===== config.mk =====
export PLATFORM = sky130hd
export DESIGN_NAME = control_unit
export DESIGN_NICKNAME = d
export VERILOG_FILES = /design/src/rtl/cpu_pkg.sv /design/src/rtl/control_decode.sv /design/src/rtl/control_unit.sv
export SDC_FILE = /design/constraint.sdc
export NUM_CORES = 1
export LEC_CHECK = 0
export BUFFER_PORTS_ARGS = -buffer_cell sky130_fd_sc_hd__buf_2
export CORE_MARGIN = 3
export CORE_UTILIZATION = 49
export DETAILED_ROUTE_END_ITERATION = 10
export GPL_TIMING_DRIVEN = 0
export PLACE_DENSITY = 0.94
export SYNTH_ARGS = -nofsm -noshare
export SYNTH_HDL_FRONTEND = slang
export SYNTH_SLANG_ARGS = --single-unit

===== constraint.sdc =====
create_clock -name clock -period 4.7 [get_ports clock]
set_clock_uncertainty 0.05 [all_clocks]
set_input_delay 0 -clock clock [delete_from_list [all_inputs] [get_ports clock]]
set_output_delay 0 -clock clock [all_outputs]
set_load 0.01 [all_outputs]

===== src/rtl/cpu_pkg.sv =====
// Shared definitions for the control unit.
// Contents:
//   OP_*      5-bit opcode constants (IR[31:27]).
//   ALU_ADD   ALU code used for address and branch-offset arithmetic.
//   state_t   control-step enumeration (T0..T7, HALT).
//   iclass_t  instruction classes produced by control_decode.
package cpu_pkg;

  localparam logic [4:0] OP_LD   = 5'b00000;
  localparam logic [4:0] OP_LDI  = 5'b00001;
  localparam logic [4:0] OP_ST   = 5'b00010;
  localparam logic [4:0] OP_ADD  = 5'b00011;
  localparam logic [4:0] OP_SUB  = 5'b00100;
  localparam logic [4:0] OP_AND  = 5'b00101;
  localparam logic [4:0] OP_OR   = 5'b00110;
  localparam logic [4:0] OP_ROR  = 5'b00111;
  localparam logic [4:0] OP_ROL  = 5'b01000;
  localparam logic [4:0] OP_SHR  = 5'b01001;
  localparam logic [4:0] OP_SHRA = 5'b01010;
  localparam logic [4:0] OP_SHL  = 5'b01011;
  localparam logic [4:0] OP_ADDI = 5'b01100;
  localparam logic [4:0] OP_ANDI = 5'b01101;
  localparam logic [4:0] OP_ORI  = 5'b01110;
  localparam logic [4:0] OP_DIV  = 5'b01111;
  localparam logic [4:0] OP_MUL  = 5'b10000;
  localparam logic [4:0] OP_NEG  = 5'b10001;
  localparam logic [4:0] OP_NOT  = 5'b10010;
  localparam logic [4:0] OP_BR   = 5'b10011;
  localparam logic [4:0] OP_JR   = 5'b10100;
  localparam logic [4:0] OP_JAL  = 5'b10101;
  localparam logic [4:0] OP_IN   = 5'b10110;
  localparam logic [4:0] OP_OUT  = 5'b10111;
  localparam logic [4:0] OP_MFHI = 5'b11000;
  localparam logic [4:0] OP_MFLO = 5'b11001;
  localparam logic [4:0] OP_NOP  = 5'b11010;
  localparam logic [4:0] OP_HALT = 5'b11011;

  localparam logic [4:0] ALU_ADD = 5'b00011;

  typedef enum logic [3:0] {
    T0, T1, T2, T3, T4, T5, T6, T7, HALT
  } state_t;

  typedef enum logic [3:0] {
    C_ALU_R, C_ALU_I, C_LD, C_LDI, C_ST, C_MULDIV, C_UNARY, C_BR,
    C_JR, C_JAL, C_IO, C_MF, C_NOP, C_HALT, C_ILLEGAL
  } iclass_t;

endpackage


===== src/rtl/control_decode.sv =====
// Opcode-to-class decoder.
// Ports:
//   opcode  in  5   IR[31:27]
//   iclass  out     instruction class; anything unassigned is C_ILLEGAL
module control_decode
  import cpu_pkg::*;
(
  input  logic [4:0] opcode,
  output iclass_t    iclass
);

  always_comb begin
    iclass = C_ILLEGAL;
    case (opcode)
      OP_ADD, OP_SUB, OP_AND, OP_OR, OP_ROR,
      OP_ROL, OP_SHR, OP_SHRA, OP_SHL:       iclass = C_ALU_R;
      OP_ADDI, OP_ANDI, OP_ORI:              iclass = C_ALU_I;
      OP_LD:                                 iclass = C_LD;
      OP_LDI:                                iclass = C_LDI;
      OP_ST:                                 iclass = C_ST;
      OP_MUL, OP_DIV:                        iclass = C_MULDIV;
      OP_NEG, OP_NOT:                        iclass = C_UNARY;
      OP_BR:                                 iclass = C_BR;
      OP_JR:                                 iclass = C_JR;
      OP_JAL:                                iclass = C_JAL;
      OP_IN, OP_OUT:                         iclass = C_IO;
      OP_MFHI, OP_MFLO:                      iclass = C_MF;
      OP_NOP:                                iclass = C_NOP;
      OP_HALT:                               iclass = C_HALT;
      default:                               iclass = C_ILLEGAL;
    endcase
  end

endmodule


===== src/rtl/control_unit.sv =====
// Hardwired Moore control unit: fetch (T0..T2) followed by a per-class
// execute sequence (T3..T7), plus a HALT state left only through clear.
// Ports:
//   clock, clear            rising-edge clock, synchronous active-high reset
//   IR[31:0], CON, stop     instruction, branch condition, halt request
//   *out                    bus source selects (at most one per cycle)
//   *_enable, IncPC         register load strobes
//   Read, Write             memory strobes (never together)
//   GRA..CON_in             register-select controls
//   register_enable_signals direct load, only bit 15 (R15) for jal
//   operation[4:0]          ALU opcode
//   run                     high unless halted or in reset
//   fsm_state               current control step, for observation
// Handshake: none; every strobe is a single-cycle level decoded from the
// current step and IR[31:27], and is forced low while clear is high.
module control_unit
  import cpu_pkg::*;
#(
  parameter bit HALT_ON_ILLEGAL = 1'b0
) (
  input  logic        clock,
  input  logic        clear,
  input  logic [31:0] IR,
  input  logic        CON,
  input  logic        stop,
  output logic        PCout, ZLowout, ZHighout, MDRout, HIout, LOout, InPortout, Cout,
  output logic        MAR_enable, PC_enable, IncPC, MDR_enable, IR_enable, Y_enable,
  output logic        Z_low_enable, Z_high_enable, HI_enable, LO_enable, OutPort_enable,
  output logic        Read, Write,
  output logic        GRA, GRB, GRC, Rin, Rout, BAout, CON_in,
  output logic [15:0] register_enable_signals,
  output logic [4:0]  operation,
  output logic        run,
  output state_t      fsm_state
);

  state_t     state, state_next;
  iclass_t    iclass;
  logic [4:0] opcode;
  logic       last;
  logic       unused_ir;

  assign opcode    = IR[31:27];
  assign unused_ir = ^IR[26:0];
  assign fsm_state = state;

  control_decode u_decode (
    .opcode (opcode),
    .iclass (iclass)
  );

  always_ff @(posedge clock) begin
    if (clear) state <= T0;
    else       state <= state_next;
  end

  // 'last' marks the final step of an instruction; the return to T0 is
  // where stop is honoured.
  always_comb begin
    state_next = state;
    last       = 1'b0;
    case (state)
      T0: state_next = T1;
      T1: state_next = T2;
      T2: begin
        case (iclass)
          C_HALT:    state_next = HALT;
          C_NOP:     last = 1'b1;
          C_ILLEGAL: if (HALT_ON_ILLEGAL) state_next = HALT; else last = 1'b1;
          default:   state_next = T3;
        endcase
      end
      T3: if (iclass inside {C_JR, C_IO, C_MF})            last = 1'b1; else state_next = T4;
      T4: if (iclass inside {C_UNARY, C_JAL})              last = 1'b1; else state_next = T5;
      T5: if (iclass inside {C_ALU_R, C_ALU_I, C_LDI})     last = 1'b1; else state_next = T6;
      T6: if (iclass inside {C_MULDIV, C_BR})              last = 1'b1; else state_next = T7;
      T7: last = 1'b1;
      HALT: state_next = HALT;
      default: state_next = T0;
    endcase
    if (last) state_next = stop ? HALT : T0;
  end

  always_comb begin
    {PCout, ZLowout, ZHighout, MDRout, HIout, LOout, InPortout, Cout} = '0;
    {MAR_enable, PC_enable, IncPC, MDR_enable, IR_enable, Y_enable,
     Z_low_enable, Z_high_enable, HI_enable, LO_enable, OutPort_enable} = '0;
    {Read, Write} = '0;
    {GRA, GRB, GRC, Rin, Rout, BAout, CON_in} = '0;
    register_enable_signals = '0;
    operation = '0;
    run       = 1'b0;
    if (!clear) begin
      run = (state != HALT);
      case (state)
        T0: begin PCout = 1'b1; MAR_enable = 1'b1; IncPC = 1'b1; end
        T1: begin Read = 1'b1; MDR_enable = 1'b1; end
        T2: begin MDRout = 1'b1; IR_enable = 1'b1; end
        T3: case (iclass)
          C_ALU_R, C_ALU_I: begin GRB = 1'b1; Rout = 1'b1; Y_enable = 1'b1; operation = opcode; end
          C_LD, C_LDI, C_ST: begin GRB = 1'b1; BAout = 1'b1; Y_enable = 1'b1; operation = ALU_ADD; end
          C_MULDIV: begin GRA = 1'b1; Rout = 1'b1; Y_enable = 1'b1; operation = opcode; end
          C_UNARY:  begin GRB = 1'b1; Rout = 1'b1; Z_low_enable = 1'b1; operation = opcode; end
          C_BR:     begin GRA = 1'b1; Rout = 1'b1; CON_in = 1'b1; end
          C_JR:     begin GRA = 1'b1; Rout = 1'b1; PC_enable = 1'b1; end
          C_JAL:    begin PCout = 1'b1; register_enable_signals = 16'h8000; end
          C_IO: begin
            GRA = 1'b1;
            if (opcode == OP_IN) begin InPortout = 1'b1; Rin = 1'b1; end
            else begin Rout = 1'b1; OutPort_enable = 1'b1; end
          end
          C_MF: begin
            GRA = 1'b1; Rin = 1'b1;
            if (opcode == OP_MFHI) HIout = 1'b1; else LOout = 1'b1;
          end
          default: ;
        endcase
        T4: case (iclass)
          C_ALU_R:  begin GRC = 1'b1; Rout = 1'b1; Z_low_enable = 1'b1; operation = opcode; end
          C_ALU_I:  begin Cout = 1'b1; Z_low_enable = 1'b1; operation = opcode; end
          C_LD, C_LDI, C_ST: begin Cout = 1'b1; Z_low_enable = 1'b1; operation = ALU_ADD; end
          C_MULDIV: begin
            GRB = 1'b1; Rout = 1'b1; Z_low_enable = 1'b1; Z_high_enable = 1'b1; operation = opcode;
          end
          C_UNARY:  begin ZLowout = 1'b1; GRA = 1'b1; Rin = 1'b1; end
          C_BR:     begin PCout = 1'b1; Y_enable = 1'b1; operation = ALU_ADD; end
          C_JAL:    begin GRA = 1'b1; Rout = 1'b1; PC_enable = 1'b1; end
          default: ;
        endcase
        T5: case (iclass)
          C_ALU_R, C_ALU_I, C_LDI: begin ZLowout = 1'b1; GRA = 1'b1; Rin = 1'b1; end
          C_LD, C_ST: begin ZLowout = 1'b1; MAR_enable = 1'b1; end
          C_MULDIV:   begin ZLowout = 1'b1; LO_enable = 1'b1; end
          C_BR:       begin Cout = 1'b1; Z_low_enable = 1'b1; operation = ALU_ADD; end
          default: ;
        endcase
        T6: case (iclass)
          C_LD:     begin Read = 1'b1; MDR_enable = 1'b1; end
          // MDR loads from the bus here, so Read must stay low.
          C_ST:     begin GRA = 1'b1; Rout = 1'b1; MDR_enable = 1'b1; end
          C_MULDIV: begin ZHighout = 1'b1; HI_enable = 1'b1; end
          C_BR:     if (CON) begin ZLowout = 1'b1; PC_enable = 1'b1; end
          default: ;
        endcase
        T7: case (iclass)
          C_LD:    begin MDRout = 1'b1; GRA = 1'b1; Rin = 1'b1; end
          C_ST:    Write = 1'b1;
          default: ;
        endcase
        default: ;
      endcase
    end
  end

endmodule


Word-level counts from Yosys, hierarchy flattened:

Memory sizes are Yosys's and may differ from the RTL's.
Cells that the tools add are included.

* memory bits (read-only): 128
* input port bits: 36
* output and inout port bits: 54
* bits in registers: 4
* memories: 1

Memory list
* (no name shown): depth 32, bits a word 4, rd ports 1, clocked after memory_dff 0, write ports 0, RTL line control_decode.sv:14 `case (opcode)`

* equal/unequal tests: 31
* reduce and logical (&&, ||, !) cells: 21
* mux-type cells: 106

Operators with widths (number)
* 2-to-1 mux 1 bit: 73
* 2-to-1 mux 16 bit: 3
* case mux 4 bit (9 select lines): 1
* == test 4 x 3 -> 1 bit (second input constant): 8
* == test 4 bit (second input constant): 8
* 2-to-1 mux 4 bit: 6
* case mux 5 bit (2 select lines): 2
* case mux 1 bit (2 select lines): 9
* OR reduction 6 bit: 3
* == test 4 x 2 -> 1 bit (second input constant): 4
* inequality test 3 bit (second input constant): 5
* case mux 1 bit (3 select lines): 5
* case mux 5 bit (3 select lines): 1
* OR reduction 3 bit: 4
* OR reduction 4 bit: 3
* == test 5 bit (second input constant): 2
* == test 4 x 1 -> 1 bit (second input constant): 2
* zero test 4 bit: 2
* case mux 4 bit (2 select lines): 1
* case mux 1 bit (6 select lines): 1
* AND reduction 6 bit: 1
* nonzero test 3 bit: 2
* OR reduction 2 bit: 3
* 2-to-1 mux 5 bit: 1
* other kinds (7): 8

Longest topological paths before layout:

Gate-level depths: netlist of run 1.
An unclocked memory read counts as a cell.

* word-level depth: 7
* mapped depth: 10
* gate-level depth less buffers: 8

By module:

A second synthesis of run 1 with hierarchy kept.

* cell total of the unflattened synthesis: 233
* area total of the unflattened synthesis: 1481.4 µm²

By module, submodules not included
* control_unit: sequential area each 80.1 µm², times used 1, cells an instance 207, area an instance 1271.2 µm²
* control_decode: sequential area each 0.0 µm², times used 1, cells an instance 26, area an instance 210.2 µm²

Worst setup path before layout of run 1:

No wires, ideal clock.

* path kind: register to output
* from: register state[0] (netlist: fsm_state[0])
* to: output port PCout
* path slack: 2.840 ns
* arrival: 1.810 ns
* stages on the path, launching flop included: 7
* path through: dfxtp_1 -> buf_2 -> nand2_1 -> or2_2 -> nand2b_1 -> nor3_1 -> a311o_1

* longest elaborated chain between the ends: 3
* elaborated cells on any way between the ends: 5
* classes of those cells: eq/ne (2); mux (2); reduce/logical (1)

Ends and longest elaborated chain
* from (decl): RTL line control_unit.sv:37 `state_t state, state_next;`
* from (signal assigned): RTL line control_unit.sv:54 `else state <= state_next;`
* == test 4 x 3 -> 1 bit, or another cell as far along: RTL line control_unit.sv:95 `case (state)`
* case mux 1 bit (3 select lines) (*): RTL line control_unit.sv:95
* 2-to-1 mux 1 bit (*): RTL line control_unit.sv:93 `if (!clear) begin`
* to (decl): RTL line control_unit.sv:26 `output logic PCout, ZLowout, ZHighout, MDRout, HIout, LOout, InPortout, Cout,`

Mark *: on every way between the ends. The rest lies on a longest branch, timed or not.

Worst setup path in the final report of run 1:

* from: register state[0] (netlist: fsm_state[0])
* to: output port operation[1]

* longest elaborated chain between the ends: 3
* elaborated cells on any way between the ends: 5
* classes of those cells: eq/ne (3); mux (2)

Ends and longest elaborated chain
* == test 4 x 3 -> 1 bit / == test 4 x 2 -> 1 bit (equally long branches): RTL line control_unit.sv:95
* case mux 5 bit (3 select lines) (*): RTL line control_unit.sv:95
* 2-to-1 mux 5 bit (*): RTL line control_unit.sv:93
* to (decl): RTL line control_unit.sv:32 `output logic [4:0] operation,`

Marks and branches as above.

==> impl_results.md, run 1 <==
* Dpl cells at approximately 330
* Crit end category: primary output
* Setup violators final at 0
* WHS at around 0.13 ns
* Final non-filler cell total at 332
* TNS Setup at 0 ns
* Routed Antenna Nets at 0
* Slew of the pin with the lowest slew margin at ~0.68 ns
* Syn Inst Count at between 200 and 250
* Final hold viol count at 0
* Outcome: finished clean
* TritonCTS clock tree: built
* Global Route Usage Sum at 23.6%
* Crit path max fanout at 10
* DP Wirelength at approximately 3.8 mm
* Combinational Power Share at between 60% and 70%
* Pwr Total at between 0.2 and 0.3 mW
* Post-synthesis sequential area ratio at under 10%
* Die Wd at 63.0 um
* Slew HR at ~54%
* Synth async-reset ratio at 0%
* Ant diodes at 0
* Slew Viols, Final at 0
* Mean Syn Cell Area at slightly above 7 um2
* Post-synth top area share at between 9 and 10%
* DRC viols at 0
* Clk sinks at 4
* Clock buffer depth at 2
* Number of flops mapped to enable cells by yosys at 0
* # hold bufs at CTS at 0
* Pint at approximately 0.13 mW
* Final nets at ~330
* Type of the worst setup path: flop to primary output
* Placed instance area at just under 2000 um2
* Grt ovf at 0
* Die ar. at around 4000 um2
* Startpoint Class: flop
* Root buf cell: clkbuf_4
* Hold Path Class: input port to flop
* Number of global-route vias before repair at between 1500 and 2000
* # port buffers at 47
* Clk pin slew, worst setup/hold paths at about 0.040 ns
* CTS Buf Count at 3
* Highest Clock Rate at between 400 and 500 MHz
* Clock share of power at 16.4%
* Min Tclk post-route at around 2.4 ns
* Period utilisation layout at between 50 and 60%
* Worst skew pair latency at roughly 0.23 ns
* Leading area contributor after synthesis: buf_4
* Initial Util at just over 50%
* Initial detailed-routing violation count at between 200 and 250
* Share of post-route cells with drive strength above 1 at 37.2%
* Switching power total at between 0.1 and 0.15 mW
* Postcts setup bufs at 0
* Final Cell Area at 1960 um2
* Via Count at ~2000
* Drt via density at around 5.9
* Leakage power at 0.884 nW
* Fin util at 63.6%
* Row count at 20
* Sequential fraction of design power at around 16%
* Critical path arrival at ~2.4 ns
* Routed length per instance at 15.0 um
* Synth Cell Area at ~1600 um2
* Drt pass-1 iters at 5
* Initial antenna violation count at 0
* Die height at 63.0 um
* Maximum level of the CTS H-tree at 1
* Max_cap viols at 0
* Switching Share at between 40% and 50%
* Synth unique cells at between 60 and 70
* Max FFs per register at 4
* Pin count of the biggest net entering global routing at 11
* Yosys warns at 0
* Synth Register Bits at 4
* Setup ws final at 2.28 ns
* Synth Flop Type: dfxtp_1
* Synthesis-to-layout area growth at 22.9%
* Area contributors post-synth: buf_4, nor2_1, dfxtp_1
* Core area at 3080 um2
* Placement Setup Slack at ~2.4 ns
* RSZ-0062 raised after global routing: false
* Power Dens Cells at around 130 nW/um2
* First-pass GRT wire length at around 7.8 mm
* Routed WL at approximately 5 mm
* WP data required at around 4.7 ns
* Top-Level Pins at 90
* Peak VDD IR at between 0.0001 and 0.00015 V
* GPL Wtd Cong at around 0.94
* Post-cts resize count at 0
## synthesized netlist by cell type, types with 2 or more instances
cell type	instances
a31oi_1	6
buf_6	3
inv_1	7
buf_4	21
or3_1	2
o211ai_1	2
nand4_1	2
a41oi_1	2
o32ai_1	2
o21ai_1	3
a21oi_1	6
nand3_2	2
a22oi_1	4
nor2_1	27
o21ai_0	11
clkbuf_1	2
nor3_1	13
nor2b_1	7
o211ai_2	2
nand2b_1	6
o22ai_1	2
buf_2	4
dfxtp_1	4
nor2_2	2
and4_1	2
ha_1	5
and2_1	5
mux2i_1	2
nand3_1	5
nor4_1	4
a211oi_2	3
nand2_1	18
nor3b_1	2
## layer usage
| metal | share of wire [%] | vias to the layer above | global-route usage, % |
|---|---|---|---|
| met5 | 0 | - | 0 |
| met4 | 1.1 | 0 | 4.68 |
| met3 | 11 | 14 | 3.78 |
| met2 | 47 | 125 | 39.9 |
| met1 | 41 | 902 | 31.4 |
| li1 | - | 931 | - |
## cells by family (layout without fill, tap and decap cells)
kind of cell | Yosys count | after routing | share of synthesized area, %
XOR/XNOR | 2 | 2 | 1.10
flip-flops | 4 | 4 | 5.03
AND/OR/NAND/NOR | 107 | 107 | 36.7
buffers and inverters | 37 | 87 | 15.4
multiplexers | 5 | 5 | 3.77
other | 1 | 15 | 0.235
AO/OA/AOI/OAI | 63 | 63 | 33.9
adder cells (fa/ha/maj) | 5 | 5 | 3.93
## final cells by class
class,count,area (um2)
multi-input combinational,197,1320
fill,290,1120
timing repair buffer,47,235
buffer,30,219
sequential,4,80.1
tap,44,55.1
inverter,7,26.3
clock buffer,3,22.5
## critical path, cell delays in order (launching register included)
cell,delay (ns)
dfxtp_1,0.32
buf_2,0.23
nand2_1,0.22
nor3_1,0.39
buf_2,0.30
nand2_1,0.09
a2bb2o_4,0.21
a211oi_2,0.05
a21oi_1,0.15
buf_2,0.15
## worst paths after layout
kind                start           end  slack (ns)  cells past startpoint
max          fsm_state[0]  operation[1]        2.28                      9
min                  stop  fsm_state[3]        0.13                      4
max reg2reg  fsm_state[1]  fsm_state[2]        2.62                      6
min reg2reg  fsm_state[0]  fsm_state[0]        0.63                      2
## cell usage in the layout (no fill, tap or decap), types with 4 or more instances in the layout
master / n
buf_2: 51
nor2_1: 27
buf_4: 21
nand2_1: 18
conb_1: 15
nor3_1: 13
o21ai_0: 11
inv_1: 7
nor2b_1: 7
a21oi_1: 6
nand2b_1: 6
a31oi_1: 6
nand3_1: 5
and2_1: 5
ha_1: 5
nor4_1: 4
a22oi_1: 4
dfxtp_1: 4
## power by group through the flow
| stage | clock network, mW | logic (mW) | registers, mW |
|---|---|---|---|
| floorplan | 0 | 0.126 | 0.0406 |
| global placement | 0 | 0.163 | 0.0398 |
| detailed placement | 0 | 0.166 | 0.0400 |
| CTS | 0.0417 | 0.167 | 0.0395 |
| global route | 0.0432 | 0.183 | 0.0402 |
| finish | 0.0413 | 0.171 | 0.0397 |
Power figures use the tool's default switching activity.
==> run 2, diff against run 1 <==
- CORE_UTILIZATION: 49 -> 41
- PLACE_DENSITY: 0.94 -> 0.84
- clock period: 4.7 -> 2 ns (I/O delays scaled with it)
==> run 2 against run 1 <==
  * Non-clock buffer count is 22 higher
  * Via count increased by 16%
  * Critical endpoint is now Rout
  * Sequential power is 150% higher
  * Final area increased by 26%
  * Sequential cell count did not move
  * Worst hold slack improved by 0.040 ns
  * Clock power rose to 4.0 times the previous value
  * Combinational power grew to 3.2 times the previous value
  * The run now ends with DRC, setup timing left
  * Highest routed layer unchanged
==> impl_results.md, run 2 (same netlist as run 1, synthesis figures left out) <==
* WP data required at 1.95 ns (was 4.65 ns)
* Final non-filler cell total at 358 (was 332)
* Initial Util at 42.9% (was 51.7%)
* Share of post-route cells with drive strength above 1 at 53.5% (was 37.2%)
* Ant diodes at 0 (unchanged)
* Fin util at 66.3% (was 63.6%)
* Peak VDD IR at 0.000363 V (was 0.000132 V)
* Startpoint Class: flop (unchanged)
* Die Wd at 68.3 um (was 63.0 um)
* TNS Setup at -0.287 ns (was 0 ns)
* Drt pass-1 iters at 9 (was 5)
* R2R cell count at 5 (was 6)
* CTS Buf Count at 3 (unchanged)
* Critical path arrival at 2.09 ns (was 2.37 ns)
* Top-Level Pins at 90 (unchanged)
* Number of global-route vias before repair at 2004 (was 1702)
* Slowest stage delay, CP at 0.38 ns (was 0.39 ns)
* Max FFs per register at 4 (unchanged)
* Routed WL at 6.97 mm (was 4.99 mm)
* Core area at 3720 um2 (was 3080 um2)
* R2R setup slack at 0.08 ns (was 2.62 ns)
* Final Cell Area at 2460 um2 (was 1960 um2)
* RSZ-0062 raised after global routing: true (was false)
* Min Tclk post-route at between 2 and 2.5 ns
* Placement Setup Slack at -0.295 ns (was 2.39 ns)
* Die height at 68.3 um (was 63.0 um)
* Synthesis-to-layout area growth at 54.7% (was 22.9%)
* Highest Clock Rate at 468 MHz
* WHS Endpoint: fsm_state[3] (unchanged)
* Row count at 22 (was 20)
* Slew of the pin with the lowest slew margin at 0.544 ns (was 0.684 ns)
* Hold path cells at 4 (unchanged)
* Final nets at 353 (was 331)
* Register area at 90.1 um2 (was 80.1 um2)
* Max stage delay cell, worst path: dfxtp_2 (was nor3_1)
* Clk pin slew, worst setup/hold paths at 0.03 ns (was 0.04 ns)
* Hold Startpoint: stop (unchanged)
* Power Dens Cells at 327 nW/um2 (was 129 nW/um2)
* Most frequent cells in the layout: buf_2, buf_4, nor2_1 (was buf_2, nor2_1, buf_4)
* Violated checks: DRC, setup timing
* Die ar. at 4670 um2 (was 3970 um2)
* Delay-heaviest family, CP: compound AO/OA/AOI/OAI gates (was simple AND/OR/NAND/NOR gates)
* Final hold viol count at 0 (unchanged)
* Commonest non-fill, non-tap cell in the layout: buf_2 (unchanged)
* Routed length per instance at 19.5 um (was 15.0 um)
* CP cell instances: clkbuf_2 > nor3_4 > nand2_1 > o21ai_2 > a221oi_1 > o32ai_1 > buf_2 (was buf_2 > nand2_1 > nor3_1 > buf_2 > nand2_1 > a2bb2o_4 > a211oi_2 > a21oi_1 > buf_2)
* Placed instance area at 1940 um2 (about the same)
* TritonCTS clock tree: built (unchanged)
* Global Route Usage Sum at 25.6% (was 23.6%)
* DRC viols at 1 (was 0)
* Hold Path Class: input port to flop (unchanged)
* Drt via density at 6.38 (was 5.94)
* Routed Antenna Nets at 0 (unchanged)
* # port buffers at 47 (unchanged)
* Crit end category: primary output (unchanged)
* Slew Viols, Final at 0 (unchanged)
* R2R Path Start: fsm_state[1] (unchanged)
* Setup violators final at 10 (was 0)
* Pin count of the biggest net entering global routing at 11 (unchanged)
* RR Endpoint: fsm_state[3] (was fsm_state[2])
* Crit path max fanout at 10 (unchanged)
* Outcome: finished, violations left (was finished clean)
* Dpl cells at 333 (was 329)
* Clock buffer depth at 2 (unchanged)
* Maximum level of the CTS H-tree at 1 (unchanged)
* Period utilisation layout at 107%
* CP bufs+invs at 2 (was 3)
* Type of the worst setup path: flop to primary output (unchanged)
* Critical Path Stages at 7 (was 9)
* Clk sinks at 4 (unchanged)
* Multi-input logic area at 1560 um2 (was 1320 um2)
* Grt ovf at 0 (unchanged)
* Root buf cell: clkbuf_8 (was clkbuf_4)
* Max_cap viols at 0 (unchanged)
* DP Wirelength at 3.85 mm (was 3.82 mm)
* Pwr Total at 0.807 mW (was 0.252 mW)
* Initial detailed-routing violation count at 365 (was 218)
* Slew HR at 63.7% (was 53.9%)
* WHS at 0.167 ns (was 0.127 ns)
* Initial antenna violation count at 0 (unchanged)
* Setup ws final at -0.137 ns (was 2.28 ns)
* First-pass GRT wire length at 9.33 mm (was 7.85 mm)
* Critical Path Start: fsm_state[1] (was fsm_state[0])
* Via Count at 2285 (was 1972)
* Leakage power at 1.07 nW (was 0.884 nW)
* Worst skew pair latency at 0.21 ns (was 0.23 ns)
* Fillers at 277 (was 290)
* GPL Wtd Cong at 0.971 (was 0.940)
-- run 2: final cells by class --
type	instances	area share, %
Buffer	30	9.70
Clock buffer	3	1.68
Inverter	7	1.47
Multi-Input combinational cell	197	63.2
Sequential cell	4	3.66
Tap cell	48	2.44
Timing Repair Buffer	69	17.8
-- run 2: worst max-delay path by stage --
stage / to / slack [ns]
after detailed placement: Rout / -0.30
final: Rout / -0.14
after global routing: GRA / -0.12
after CTS: LOout / -0.02
after global placement: Rout / -0.25
after floorplan: PCout / 0.14
-- run 2: power breakdown --
| group | internal [mW] | switching [mW] |
|---|---|---|
| logic | 0.222 | 0.321 |
| registers | 0.0857 | 0.0124 |
| clock network | 0.128 | 0.0372 |
-- run 2: worst register-to-register path, stage by stage, from the launching register on --
cell and delay (ns):
dfxtp_2 0.45, nand2b_2 0.19, nor4_1 0.49, a31oi_1 0.20, a31o_2 0.26, a31oi_1 0.18
-- run 2: metal layers --
metal | vias to the layer above | track usage, % | wire length [um]
met2 | 233 | 41.5 | 3160
met5 | - | 0 | 0
li1 | 978 | - | -
met1 | 1003 | 31.6 | 2440
met4 | 0 | 15.4 | 486
met3 | 71 | 3.94 | 885
-- run 2: what timing repair did --
action                                  in CTS  in global routing
endpoints found under the setup margin      26                 26
resized for setup                           36                 42
hold buffers                                 0                  0
buffers inserted                            10                 13
pin swaps                                   11                 16
==> run 3, diff against run 2 <==
- PLACE_DENSITY: 0.84 -> not set
- PLACE_DENSITY_LB_ADDON: not set -> 0.15
- SLEW_MARGIN: not set -> 30
==> run 3 against run 2 <==
  * The run now ends clean
  * Sequential power down 2.2%
  * Worst hold slack got worse by 0.036 ns
  * Critical path type unchanged
  * Non-clock buffer count shrank 7
  * Sequential share of layout area hardly changed
  * Count of clock-buffer cells in the layout unchanged
  * Final area shrank 0.66%
==> impl_results.md, run 3 (same netlist as run 1, synthesis figures left out) <==
* Slew Viols, Final at 0 (unchanged)
* Power Dens Cells at 324 nW/um2 (was 327 nW/um2)
* Global Route Usage Sum at 23.1% (was 25.6%)
* Max FFs per register at 4 (unchanged)
* Fillers at 325 (was 277)
* Synthesis-to-layout area growth at 53.7% (was 54.7%)
* Die height at 68.3 um (unchanged)
* GPL Wtd Cong at 0.921 (was 0.971)
* Leakage power at 1.04 nW (was 1.07 nW)
* Root buf cell: clkbuf_8 (unchanged)
* # hold bufs at CTS at 0 (unchanged)
* Type of the worst setup path: flop to primary output (unchanged)
* Ant diodes at 0 (unchanged)
* Slew of the pin with the lowest slew margin at 0.564 ns (was 0.544 ns)
* Setup violators final at 0 (was 10)
* Slew HR at 62.4% (was 63.7%)
* Die ar. at 4670 um2 (unchanged)
* Most frequent cells in the layout: buf_2, buf_4, nor2_1 (unchanged)
* Commonest non-fill, non-tap cell in the layout: buf_2 (unchanged)
* Dpl cells at 333 (unchanged)
* Initial detailed-routing violation count at 247 (was 365)
* Core area at 3720 um2 (unchanged)
* Clk pin slew, worst setup/hold paths at 0.03 ns (about the same)
* Routed Antenna Nets at 0 (unchanged)
* Die Wd at 68.3 um (unchanged)
* Maximum level of the CTS H-tree at 1 (unchanged)
* Pin count of the biggest net entering global routing at 11 (unchanged)
* Top-Level Pins at 90 (unchanged)
* Routed WL at 5.70 mm (was 6.97 mm)
* Crit end category: primary output (unchanged)
* Clock buffer depth at 2 (unchanged)
* Final nets at 346 (was 353)
* Period utilisation layout at 99.3% (was 107%)
* Highest Clock Rate at 504 MHz (was 468 MHz)
* First-pass GRT wire length at 8.36 mm (was 9.33 mm)
* Min Tclk post-route at 1.99 ns (was 2.14 ns)
* CTS Buf Count at 3 (unchanged)
* Multi-input logic area at 1560 um2 (about the same)
* Final non-filler cell total at 351 (was 358)
* Routed length per instance at 16.2 um (was 19.5 um)
* Final hold viol count at 0 (unchanged)
* Number of global-route vias before repair at 1692 (was 2004)
* Peak VDD IR at 0.000376 V (was 0.000363 V)
* RSZ-0062 raised after global routing: true (unchanged)
* TritonCTS clock tree: built (unchanged)
* Hold Path Class: input port to flop (unchanged)
* Initial Util at 42.9% (unchanged)
* Critical path arrival at 1.94 ns (was 2.09 ns)
* Clk sinks at 4 (unchanged)
* Startpoint Class: flop (unchanged)
* DP Wirelength at 3.92 mm (was 3.85 mm)
* Share of post-route cells with drive strength above 1 at 52.1% (was 53.5%)
* Crit path max fanout at 7 (was 10)
* WP data required at 1.95 ns (about the same)
* Drt via density at 5.80 (was 6.38)
* # port buffers at 47 (unchanged)
* Worst skew pair latency at 0.21 ns (about the same)
* Register area at 88.8 um2 (was 90.1 um2)
* Drt pass-1 iters at 5 (was 9)
* TNS Setup at 0 ns (was -0.287 ns)
* DRC viols at 0 (was 1)
* Via Count at 2035 (was 2285)
* Row count at 22 (unchanged)
* Outcome: finished clean (was finished, violations left)
* Max_cap viols at 0 (unchanged)
* Initial antenna violation count at 0 (unchanged)
* Grt ovf at 0 (unchanged)
[run 3: cell count changes in the layout (fill, tap and decap cells not counted), sizes merged]
cell    change
clkbuf      +1
buf         -8
[run 3: final cells by class]
type,instances,area share [%]
Sequential cell,4,3.63
Clock buffer,3,1.69
Multi-Input combinational cell,197,63.6
Inverter,7,1.58
Timing Repair Buffer,62,16.8
Tap cell,48,2.45
Buffer,30,10.3
[run 3: final timing paths]
check / depth (start not counted) / slack (ns) / end / from
worst max-delay path: 7 / 0.01 / Rin / fsm_state[3]
worst min-delay path: 4 / 0.13 / fsm_state[3] / stop
worst max register to register: 5 / 0.28 / fsm_state[3] / fsm_state[1]
worst min register to register: 2 / 0.58 / fsm_state[0] / fsm_state[0]
[run 3: per-layer routing]
metal / part of all wire [%] / global-route usage [%] / vias up
li1: - / - / 958
met1: 43 / 33.9 / 938
met2: 48 / 36.0 / 123
met3: 8.2 / 1.97 / 16
met4: 1.2 / 5.96 / 0
met5: 0 / 0 / -
[run 3: repair_timing]
item | CTS | global route
endpoints found under the setup margin | 29 | 24
resized for setup | 35 | 46
setup buffers | 9 | 4
pin swaps | 9 | 16
cloned | 1 | 1
[run 3: stage by stage]
stage | util (%) | total power, mW | hold slack [ns] | setup slack, ns | cell area (um2)
floorplan | - | 0.390 | 0.0932 | 0.140 | 1650
global placement | 52.2 | 0.485 | 0.341 | -0.286 | 1940
detailed placement | 52.2 | 0.486 | 0.336 | -0.310 | 1940
CTS | 59.2 | 0.715 | 0.121 | -0.0170 | 2200
global route | 65.9 | 0.844 | 0.180 | -0.0523 | 2450
finish | 65.9 | 0.793 | 0.131 | 0.0149 | 2450
[run 3: power breakdown]
part           internal (mW)  leakage [nW]  switching, mW
logic                  0.234         0.986          0.303
clock network          0.127        0.0216         0.0331
registers             0.0853        0.0347         0.0107
total                  0.447          1.04          0.347
[run 3: critical path, stage by stage, from the launching register on]
cell	delay, ns
dfxtp_4	0.36
nand2b_4	0.18
or3_4	0.38
nor2_4	0.11
mux2i_2	0.11
and2_4	0.17
a221oi_2	0.24
buf_2	0.18
